==> src/rtl/uart_pkg.sv <==
// Shared types and helpers for the UART frame receiver and its byte-level front end.
package uart_pkg;

  localparam logic [7:0] SYNC_BYTE_DEFAULT = 8'hA5;

  typedef enum logic [1:0] {HUNT, PAYLOAD, CHECK} frame_state_t;

  typedef enum logic [1:0] {B_IDLE, B_START, B_DATA, B_STOP} byte_state_t;

  function automatic int clks_per_bit(input int clk_freq, input int baud_rate);
    return clk_freq / baud_rate;
  endfunction

endpackage

==> src/rtl/uart_byte_rx.sv <==
// 8N1 UART byte receiver: samples each bit at its centre and pulses rx_done after a valid stop bit.
module uart_byte_rx
  import uart_pkg::*;
#(
  parameter int CLKS_PER_BIT = 434
) (
  input  logic       clk,
  input  logic       rst,
  input  logic       rx,
  output logic [7:0] rx_data,
  output logic       rx_done
);

  localparam int CW   = $clog2(CLKS_PER_BIT + 1);
  localparam int HALF = (CLKS_PER_BIT > 1) ? (CLKS_PER_BIT / 2 - 1) : 0;

  logic          rx_meta;
  logic          rx_sync;
  byte_state_t   state;
  logic [CW-1:0] cnt;
  logic [2:0]    bit_idx;
  logic [7:0]    shift;

  // Two-flop synchroniser; resets to the idle-high line level.
  always_ff @(posedge clk or posedge rst) begin
    if (rst) begin
      rx_meta <= 1'b1;
      rx_sync <= 1'b1;
    end else begin
      rx_meta <= rx;
      rx_sync <= rx_meta;
    end
  end

  always_ff @(posedge clk or posedge rst) begin
    if (rst) begin
      state   <= B_IDLE;
      cnt     <= '0;
      bit_idx <= '0;
      shift   <= '0;
      rx_data <= '0;
      rx_done <= 1'b0;
    end else begin
      rx_done <= 1'b0;
      case (state)
        B_IDLE: begin
          cnt <= '0;
          if (!rx_sync) state <= B_START;
        end
        B_START: begin
          // A start bit that is no longer low at its centre was a glitch.
          if (cnt == CW'(HALF)) begin
            cnt <= '0;
            if (!rx_sync) begin
              state   <= B_DATA;
              bit_idx <= '0;
            end else begin
              state <= B_IDLE;
            end
          end else begin
            cnt <= cnt + CW'(1);
          end
        end
        B_DATA: begin
          if (cnt == CW'(CLKS_PER_BIT - 1)) begin
            cnt   <= '0;
            shift <= {rx_sync, shift[7:1]};
            if (bit_idx == 3'd7) state <= B_STOP;
            else bit_idx <= bit_idx + 3'd1;
          end else begin
            cnt <= cnt + CW'(1);
          end
        end
        B_STOP: begin
          if (cnt == CW'(CLKS_PER_BIT - 1)) begin
            cnt   <= '0;
            state <= B_IDLE;
            if (rx_sync) begin
              rx_done <= 1'b1;
              rx_data <= shift;
            end
          end else begin
            cnt <= cnt + CW'(1);
          end
        end
        default: state <= B_IDLE;
      endcase
    end
  end

endmodule

==> src/rtl/uart_frame_rx.sv <==
// Sync-delimited, XOR-checksummed UART frame receiver with an inter-byte timeout and a
// one-frame valid/ready holding register.
module uart_frame_rx
  import uart_pkg::*;
#(
  parameter int         CLK_FREQ     = 50000000,
  parameter int         BAUD_RATE    = 115200,
  parameter int         CLKS_PER_BIT = clks_per_bit(CLK_FREQ, BAUD_RATE),
  parameter int         NUM_WORDS    = 4,
  parameter int         WORD_BYTES   = 2,
  parameter logic [7:0] SYNC_BYTE    = SYNC_BYTE_DEFAULT,
  parameter int         TIMEOUT_BITS = 32
) (
  input  logic                                clk,
  input  logic                                rst,
  input  logic                                rx,
  output logic [NUM_WORDS*WORD_BYTES*8-1:0]   data_out,
  output logic                                out_valid,
  input  logic                                out_ready,
  output logic                                chk_err,
  output logic                                timeout_err,
  output logic                                overrun,
  output logic [15:0]                         frame_count
);

  localparam int NBYTES       = NUM_WORDS * WORD_BYTES;
  localparam int DW           = NBYTES * 8;
  localparam int IW           = (NBYTES > 1) ? $clog2(NBYTES) : 1;
  localparam int TIMEOUT_CLKS = TIMEOUT_BITS * CLKS_PER_BIT;
  localparam int GW           = $clog2(TIMEOUT_CLKS + 1);

  logic [7:0]    rx_data;
  logic          rx_done;
  frame_state_t  state;
  logic [IW-1:0] idx;
  logic [7:0]    csum;
  logic [GW-1:0] gap;
  logic [DW-1:0] stage;

  uart_byte_rx #(
    .CLKS_PER_BIT(CLKS_PER_BIT)
  ) u_byte_rx (
    .clk    (clk),
    .rst    (rst),
    .rx     (rx),
    .rx_data(rx_data),
    .rx_done(rx_done)
  );

  // Frame FSM plus holding register; a consume and a new load in the same cycle keep out_valid high.
  always_ff @(posedge clk or posedge rst) begin
    if (rst) begin
      state       <= HUNT;
      idx         <= '0;
      csum        <= '0;
      gap         <= '0;
      stage       <= '0;
      data_out    <= '0;
      out_valid   <= 1'b0;
      chk_err     <= 1'b0;
      timeout_err <= 1'b0;
      overrun     <= 1'b0;
      frame_count <= '0;
    end else begin
      chk_err     <= 1'b0;
      timeout_err <= 1'b0;
      overrun     <= 1'b0;
      if (out_valid && out_ready) out_valid <= 1'b0;

      case (state)
        HUNT: begin
          gap <= '0;
          if (rx_done && (rx_data == SYNC_BYTE)) begin
            state <= PAYLOAD;
            idx   <= '0;
            csum  <= '0;
          end
        end
        PAYLOAD, CHECK: begin
          if (rx_done) begin
            gap <= '0;
            if (state == PAYLOAD) begin
              for (int i = 0; i < NBYTES; i++) begin
                if (idx == IW'(i)) stage[i*8 +: 8] <= rx_data;
              end
              csum <= csum ^ rx_data;
              if (idx == IW'(NBYTES - 1)) state <= CHECK;
              else idx <= idx + IW'(1);
            end else begin
              state <= HUNT;
              if (rx_data != csum) begin
                chk_err <= 1'b1;
              end else if (out_valid && !out_ready) begin
                overrun <= 1'b1;
              end else begin
                data_out    <= stage;
                out_valid   <= 1'b1;
                frame_count <= frame_count + 16'd1;
              end
            end
          end else if (gap == GW'(TIMEOUT_CLKS - 1)) begin
            timeout_err <= 1'b1;
            state       <= HUNT;
            gap         <= '0;
          end else begin
            gap <= gap + GW'(1);
          end
        end
        default: state <= HUNT;
      endcase
    end
  end

endmodule

==> config.mk <==
export PLATFORM = sky130hd
export DESIGN_NAME = uart_frame_rx
export DESIGN_NICKNAME = d
export VERILOG_FILES = /design/src/rtl/uart_pkg.sv /design/src/rtl/uart_byte_rx.sv /design/src/rtl/uart_frame_rx.sv
export SDC_FILE = /design/constraint.sdc
export NUM_CORES = 1
export LEC_CHECK = 0
export CAP_MARGIN = 20
export CORE_AREA = 5 5 164 166
export CTS_BUF_LIST = sky130_fd_sc_hd__clkbuf_4 sky130_fd_sc_hd__clkbuf_8
export DETAILED_ROUTE_END_ITERATION = 10
export DIE_AREA = 0 0 169 171
export PLACE_DENSITY = 0.64
export SLEW_MARGIN = 20
export SYNTH_ARGS = -nofsm -noshare
export SYNTH_HDL_FRONTEND = slang
export SYNTH_SLANG_ARGS = --single-unit
export TNS_END_PERCENT = 10
==> constraint.sdc <==
create_clock -name clk -period 7.3 [get_ports clk]
set_clock_uncertainty 0.1 [all_clocks]
set_input_delay 1.46 -clock clk [delete_from_list [all_inputs] [get_ports clk]]
set_output_delay 1.46 -clock clk [all_outputs]
set_load 0.05 [all_outputs]
==> out/qor.yml, run 1 <==
status: "completed"
antenna_found_initial: 0
hpwl_um: 11200
max_freq_ghz: 0.293
cts_hold_buf: 0
first_pass_iters: 4
drv_cap: 0
fillCellCount: 2369
core_um2: 25500
dp_slack_ps: 3360
floorplan.rows: 59
hold_path_class: "reg -> reg"
rsz0062_at_grt: "false"
cp_max_fo: 71
syn_inst: 658
synth-compound-area-share_pct: 3.49
routed_wl_um: 17600
power_w: 0.00226
use_met2_pct: 18.6
cp-end-kind: "flop"
nets: 791
drive_gt1_share_pct: 27.3
clk_path_buf_depth: 3
cts_buffers: 36
cts_setup_buffers: 0
die_h_um: 171
synthMuxAreaShare_pct: 18.6
root_buffer: "clkbuf_8"
synth_top_area_share_pct: 59.2
timing.critical_path.buf_inv: 2
hold_depth: 0
n_antenna_cell: 0
cts_tree: "yes"
p_int_w: 0.00178
viasPerCell: 4.77
clkLatencyLatePin_ps: 520
use_met1_pct: 18.0
placed_area_um2: 9950
synth_top_family_by_area: "multiplexers"
finalWorstPathRequiredPeriod_ps: 3410
drt_iter0_drc: 245
ys_warn_count: 0
cts_resized: 0
reg2reg_from: "u_byte_rx.rx_data[0]$_DFFE_PP0P_"
io_pins: 88
synth-adder-area-share_pct: 3.16
gp_congestion: 0.770
synthXorXnorAreaFrac_pct: 3.82
path_cells: "clkdlybuf4s50_1, nand2b_1, nand3_1, nand4b_1, buf_4, mux2_2"
cpLargestDelayFamily: "buffers and inverters"
dieArea_um2: 28900
finalSetupViolCount: 0
grt.total_usage_pct: 12.5
timing.critical_path.from_type: "primary input"
period_share_pct: 46.8
grt_max_degree: 83
drc: 0
ys_seq_area_share_pct: 59.8
final_cell_area_um2: 10700
required_ps: 7590
gr-total-overflow: 0
tightest_slew_ps: 929
synth.avg_cell_area_um2: 13.2
netlist_area_um2: 8710
hold_viol: 0
grt.busiest_layer: "met2"
met3_usage_pct: 2.77
cts_num_sinks: 208
final.setup.worst_slack_ps: 3890
min_from: "u_byte_rx.rx_meta$_DFF_PP1_"
routed-via-count: 5366
p_per_area_nw_per_um2: 211
chipWidth_um: 169
min_to: "u_byte_rx.rx_sync$_DFF_PP1_"
relSlewSlack_pct: 38.0
area.growth.synth_to_final_pct: 22.9
initial_core_util_pct: 34.2
switching_share_pct: 21.3
detail-route-antenna-nets: 0
tns_ps: 0
yosys.area.top_type: "dfrtp_1"
ir_worst_vdd_v: 0.000158
grt_pass1_vias: 5456
clkPwrFrac_pct: 47.8
synth_fp_nets: 684
p_switching_w: 0.000480
yosys.area_share.simple_pct: 9.27
wire_per_inst_um: 15.6
rr_worst_depth: 6
worstPathArrival_ps: 3700
power_leakage_nw: 5.20
p_seq_share_pct: 51.1
p_comb_share_pct: 1.1
ys_ff_latch: 208
clkTransAtPathRegs_ps: 50
critPathSlowestCell: "buf_4"
grt_pass1_wl_um: 29500
synth.distinct_cells: 43
final_max_slew_viol_count: 0
reg2reg_setup_slack_ps: 4140
io_buffers: 87
path_class: "in -> reg"
r2r_end: "frame_count[10]$_DFFE_PP0P_"
hold_slack_ps: 258
cts_max_level: 2
yosys-top-cells-area: "dfrtp_1 (59%), mux2_2 (18%), ha_1 (3.2%)"
max_stage_delay_ps: 750
## cell usage after synthesis, drive strengths merged
library cell  instances
nor2                 36
buf                   3
a21oi                 3
nor2b                 2
nand3b                2
o21ai                25
a311oi                1
o41a                  1
dfstp                 2
or4                   1
nand4                 7
a2bb2oi               2
and3                  3
xor2                 26
o2bb2ai               9
or2                   2
a31oi                 1
mux2                138
a22oi                 1
a22o                  2
nand2b               13
and2                  1
nand4b                2
or3                   1
a21o                  2
mux2i                 6
nand2                39
or4b                  1
dfrtp               206
ha                   22
xnor2                12
nand3                19
nand4bb               3
nor3                 10
inv                  23
clkbuf               18
and4                  1
nor4                 12
## worst max-delay path by stage
stage                     slack (ps)      start  depth (start not counted)                     endpoint
after floorplan                   60        rst                          1                    async pin
after global placement          3390  out_ready                          6     data_out[54]$_DFFE_PP0P_
after detailed placement        3360  out_ready                          6     data_out[51]$_DFFE_PP0P_
after CTS                       3880  out_ready                          7  frame_count[10]$_DFFE_PP0P_
after global routing            3710  out_ready                          7  frame_count[10]$_DFFE_PP0P_
final                           3890  out_ready                          6     data_out[39]$_DFFE_PP0P_
## layout by cell type, fill, tap and decap left out, drive strengths merged, types with 2 or more instances in the layout
cell type and count:
nand2 39, or2 2, a22o 2, nand3 19, clkbuf 59, clkinv 2, nand4b 2, a2bb2oi 2
nor4 12, o21ai 25, and3 3, dfstp 2, clkdlybuf4s50 87, ha 22, nor2b 2, clkinvlp 3
nand3b 2, mux2 138, nand4 7, dfrtp 206, inv 23, a21o 2, a21oi 3, mux2i 6
nor2 36, nand2b 13, nor3 10, xor2 26, nand4bb 3, buf 3, xnor2 12, o2bb2ai 9
## cell type report
type / count / area [µm²] / area share, %
Clock buffer: 59 / 718 / 6.71
Clock inverter: 5 / 32.5 / 0.304
Inverter: 23 / 93.8 / 0.876
Multi-Input combinational cell: 406 / 3340 / 31.2
Sequential cell: 208 / 5210 / 48.6
Tap cell: 335 / 419 / 3.91
Timing Repair Buffer: 90 / 897 / 8.38
## stage by stage
stage | util (%) | instances
finish | 42.0 | 1126
global placement | 39.1 | 1062
detailed placement | 39.1 | 1062
floorplan | - | 658
CTS | 42.0 | 1126
global route | 42.0 | 1126
## worst register-to-register path, delay by kind of cell, from the launching register on
kind | cells | cell delay (ps)
flops | 1 | 730
simple gates | 3 | 1430
buf+inv | 1 | 500
xor+xnor | 2 | 310
## registers in the layout, indices dropped and copies added (netlist names), named ones only
name and count:
u_byte_rx.cnt 9, u_byte_rx.rx_meta 1, gap 14, chk_err 1, data_out 64, u_byte_rx.rx_data 8, state 2, frame_count 16
timeout_err 1, out_valid 1, csum 8, idx 3, u_byte_rx.rx_done 1, u_byte_rx.state 1, overrun 1, u_byte_rx.rx_sync 1
u_byte_rx.bit_idx 3, stage 64, u_byte_rx.shift 8
## power by group through the flow
stage                     clock [W]  sequential (W)  combinational [W]
after floorplan                   0         0.00118          0.0000172
after global placement            0         0.00118          0.0000273
after detailed placement          0         0.00118          0.0000275
after CTS                   0.00111         0.00115          0.0000274
after global routing        0.00117         0.00115          0.0000309
final                       0.00108         0.00116          0.0000254
## cells by family (layout without fill, tap and decap cells)
kind of cell | count (synthesis) | count (layout)
XOR/XNOR | 38 | 38
buffers and inverters | 44 | 177
AND/OR/NAND/NOR | 155 | 155
multiplexers | 144 | 144
adder cells (fa/ha/maj) | 22 | 22
flip-flops | 208 | 208
AO/OA/AOI/OAI | 47 | 47
## layer usage
layer	routed length, µm	vias up
li1	-	2511
met1	8520	2700
met2	7760	115
met3	876	40
met4	423	0
met5	0	-
(Power assumes the default switching activity.)
==> inputs of run 2 (changes only) <==
Clock period 7.3 ns to 3 ns, I/O delays scaled along.
==> run 2 against run 1 <==
Effect of this change: final cell count increased by 0.98%; clock power increased by 140%; worst hold slack got worse by 3.8 ps; via count increased by 0.76%; core utilization increased by 0.69 points; sequential power increased by 140%; wire length decreased by 0.77%; critical path depth decreased by 5; design area increased by 1.6%; worst setup slack got worse by 3400 ps; first-iteration DRC count increased by 22%; clock-buffer cell count decreased by 1; critical endpoint is now frame_count[8]; largest power group unchanged.
==> out/qor.yml, run 2 (synthesized netlist as in run 1, its figures left out) <==
status: "completed"
final_max_slew_viol_count: 0
dp_slack_ps: 366
relSlewSlack_pct: 52.3
final_common_cell: "dfrtp_1"
clkTransAtPathRegs_ps: 60
hold_path_class: "reg -> reg"
timing.critical_path.from_type: "flop"
finalWorstPathRequiredPeriod_ps: 2480
required_ps: 2300
detail-route-antenna-nets: 0
wire_per_inst_um: 15.3
max_freq_ghz: 0.404
multiInputGateArea_um2: 3340
tightest_slew_ps: 709
drv_cap: 0
cts_resized: 0
clkLatencyLatePin_ps: 500
root_buffer: "clkbuf_8"
cts_num_sinks: 208
cts_hold_buf: 0
path_class: "reg -> out"
area.growth.synth_to_final_pct: 24.9
rsz0062_at_grt: "false"
max_stage_delay_ps: 840
floorplan.rows: 59
io_pins: 88
tns_ps: 0
nets: 804
reg_top3: "data_out: 64 flops, stage: 64 flops, frame_count: 16 flops"
finalSetupViolCount: 0
cts_setup_buffers: 0
reg2reg_setup_slack_ps: 630
viasPerCell: 4.76
cts_buffers: 35
routed-via-count: 5407
final_cell_mix: "dfrtp_1 (206), mux2_2 (137), clkdlybuf4s50_1 (87)"
final_cells: 1137
drive_gt1_share_pct: 28.3
routed_wl_um: 17400
p_per_area_nw_per_um2: 505
core_um2: 25500
path_cells: "clkdlybuf4s50_1"
power_leakage_nw: 5.30
initial_core_util_pct: 34.2
dp.cells: 1076
final.setup.worst_slack_ps: 524
hpwl_um: 11700
drt_iter0_drc: 298
worstPathArrival_ps: 1780
ir_worst_vdd_v: 0.000236
gr-total-overflow: 0
power_w: 0.00550
critPathSlowestCell: "clkdlybuf4s50_1"
drc: 0
grt.total_usage_pct: 12.6
first_pass_iters: 4
clk_path_buf_depth: 3
n_antenna_cell: 0
regArea_um2: 5210
cts_tree: "yes"
grt_pass1_wl_um: 29800
antenna_found_initial: 0
chipWidth_um: 169
hold_viol: 0
cpLargestDelayFamily: "buffers and inverters"
dieArea_um2: 28900
io_buffers: 87
cts_max_level: 2
timing.critical_path.buf_inv: 1
grt_max_degree: 55
gp_congestion: 0.780
die_h_um: 171
hold_slack_ps: 255
cp-end-kind: "output port"
cp_max_fo: 5
period_share_pct: 82.5
fillCellCount: 2391
grt_pass1_vias: 5639
[run 2: changes by cell type in the layout (fill, tap and decap cells not counted), sizes merged]
cell	delta
clkbuf	-1
clkinvlp	-1
inv	-1
buf	+14
[run 2: path summary, 6_finish.rpt]
kind / start / end / cells after the start
max: frame_count[8]$_DFFE_PP0P_ / frame_count[8] / 1
min: u_byte_rx.rx_meta$_DFF_PP1_ / u_byte_rx.rx_sync$_DFF_PP1_ / 0
max reg2reg: state[0]$_DFFE_PP0P_ / csum[7]$_DFFE_PP0P_ / 7
min reg2reg: u_byte_rx.rx_meta$_DFF_PP1_ / u_byte_rx.rx_sync$_DFF_PP1_ / 0
max in group asynchronous: rst / u_byte_rx.rx_meta$_DFF_PP1_ / 3
min in group asynchronous: rst / data_out[9]$_DFFE_PP0P_ / 2
[run 2: cell type report]
type | count | area share [%]
flip-flops and latches | 208 | 47.9
multi-input cells | 406 | 30.7
repair buffers | 104 | 9.87
clock buffers | 58 | 6.76
well taps | 335 | 3.85
inverters | 23 | 0.828
clock inverters | 3 | 0.161
[run 2: stage by stage]
step           instance area [µm²]  utilization (%)
3_3_place_gp                 10100             39.8
3_5_place_dp                 10100             39.8
2_1_floorplan                 8720                -
6_report                     10900             42.7
5_1_grt                      10900             42.7
4_1_cts                      10900             42.7
[run 2: report_power, final]
part / switching [W] / internal [W] / total [W]
clock network: 0.00107 / 0.00154 / 0.00262
logic: 0.0000562 / 0.0000163 / 0.0000725
registers: 0.000000868 / 0.00281 / 0.00281
total: 0.00113 / 0.00437 / 0.00550
[run 2: per-layer routing]
layer / track usage, % / routed length (µm) / share of wire, % / up-vias
li1: - / - / - / 2537
met1: 17.5 / 8410 / 48 / 2728
met2: 19.8 / 7890 / 45 / 112
met3: 2.61 / 811 / 4.6 / 30
met4: 4.06 / 331 / 1.9 / 0
met5: 0 / 0 / 0 / -
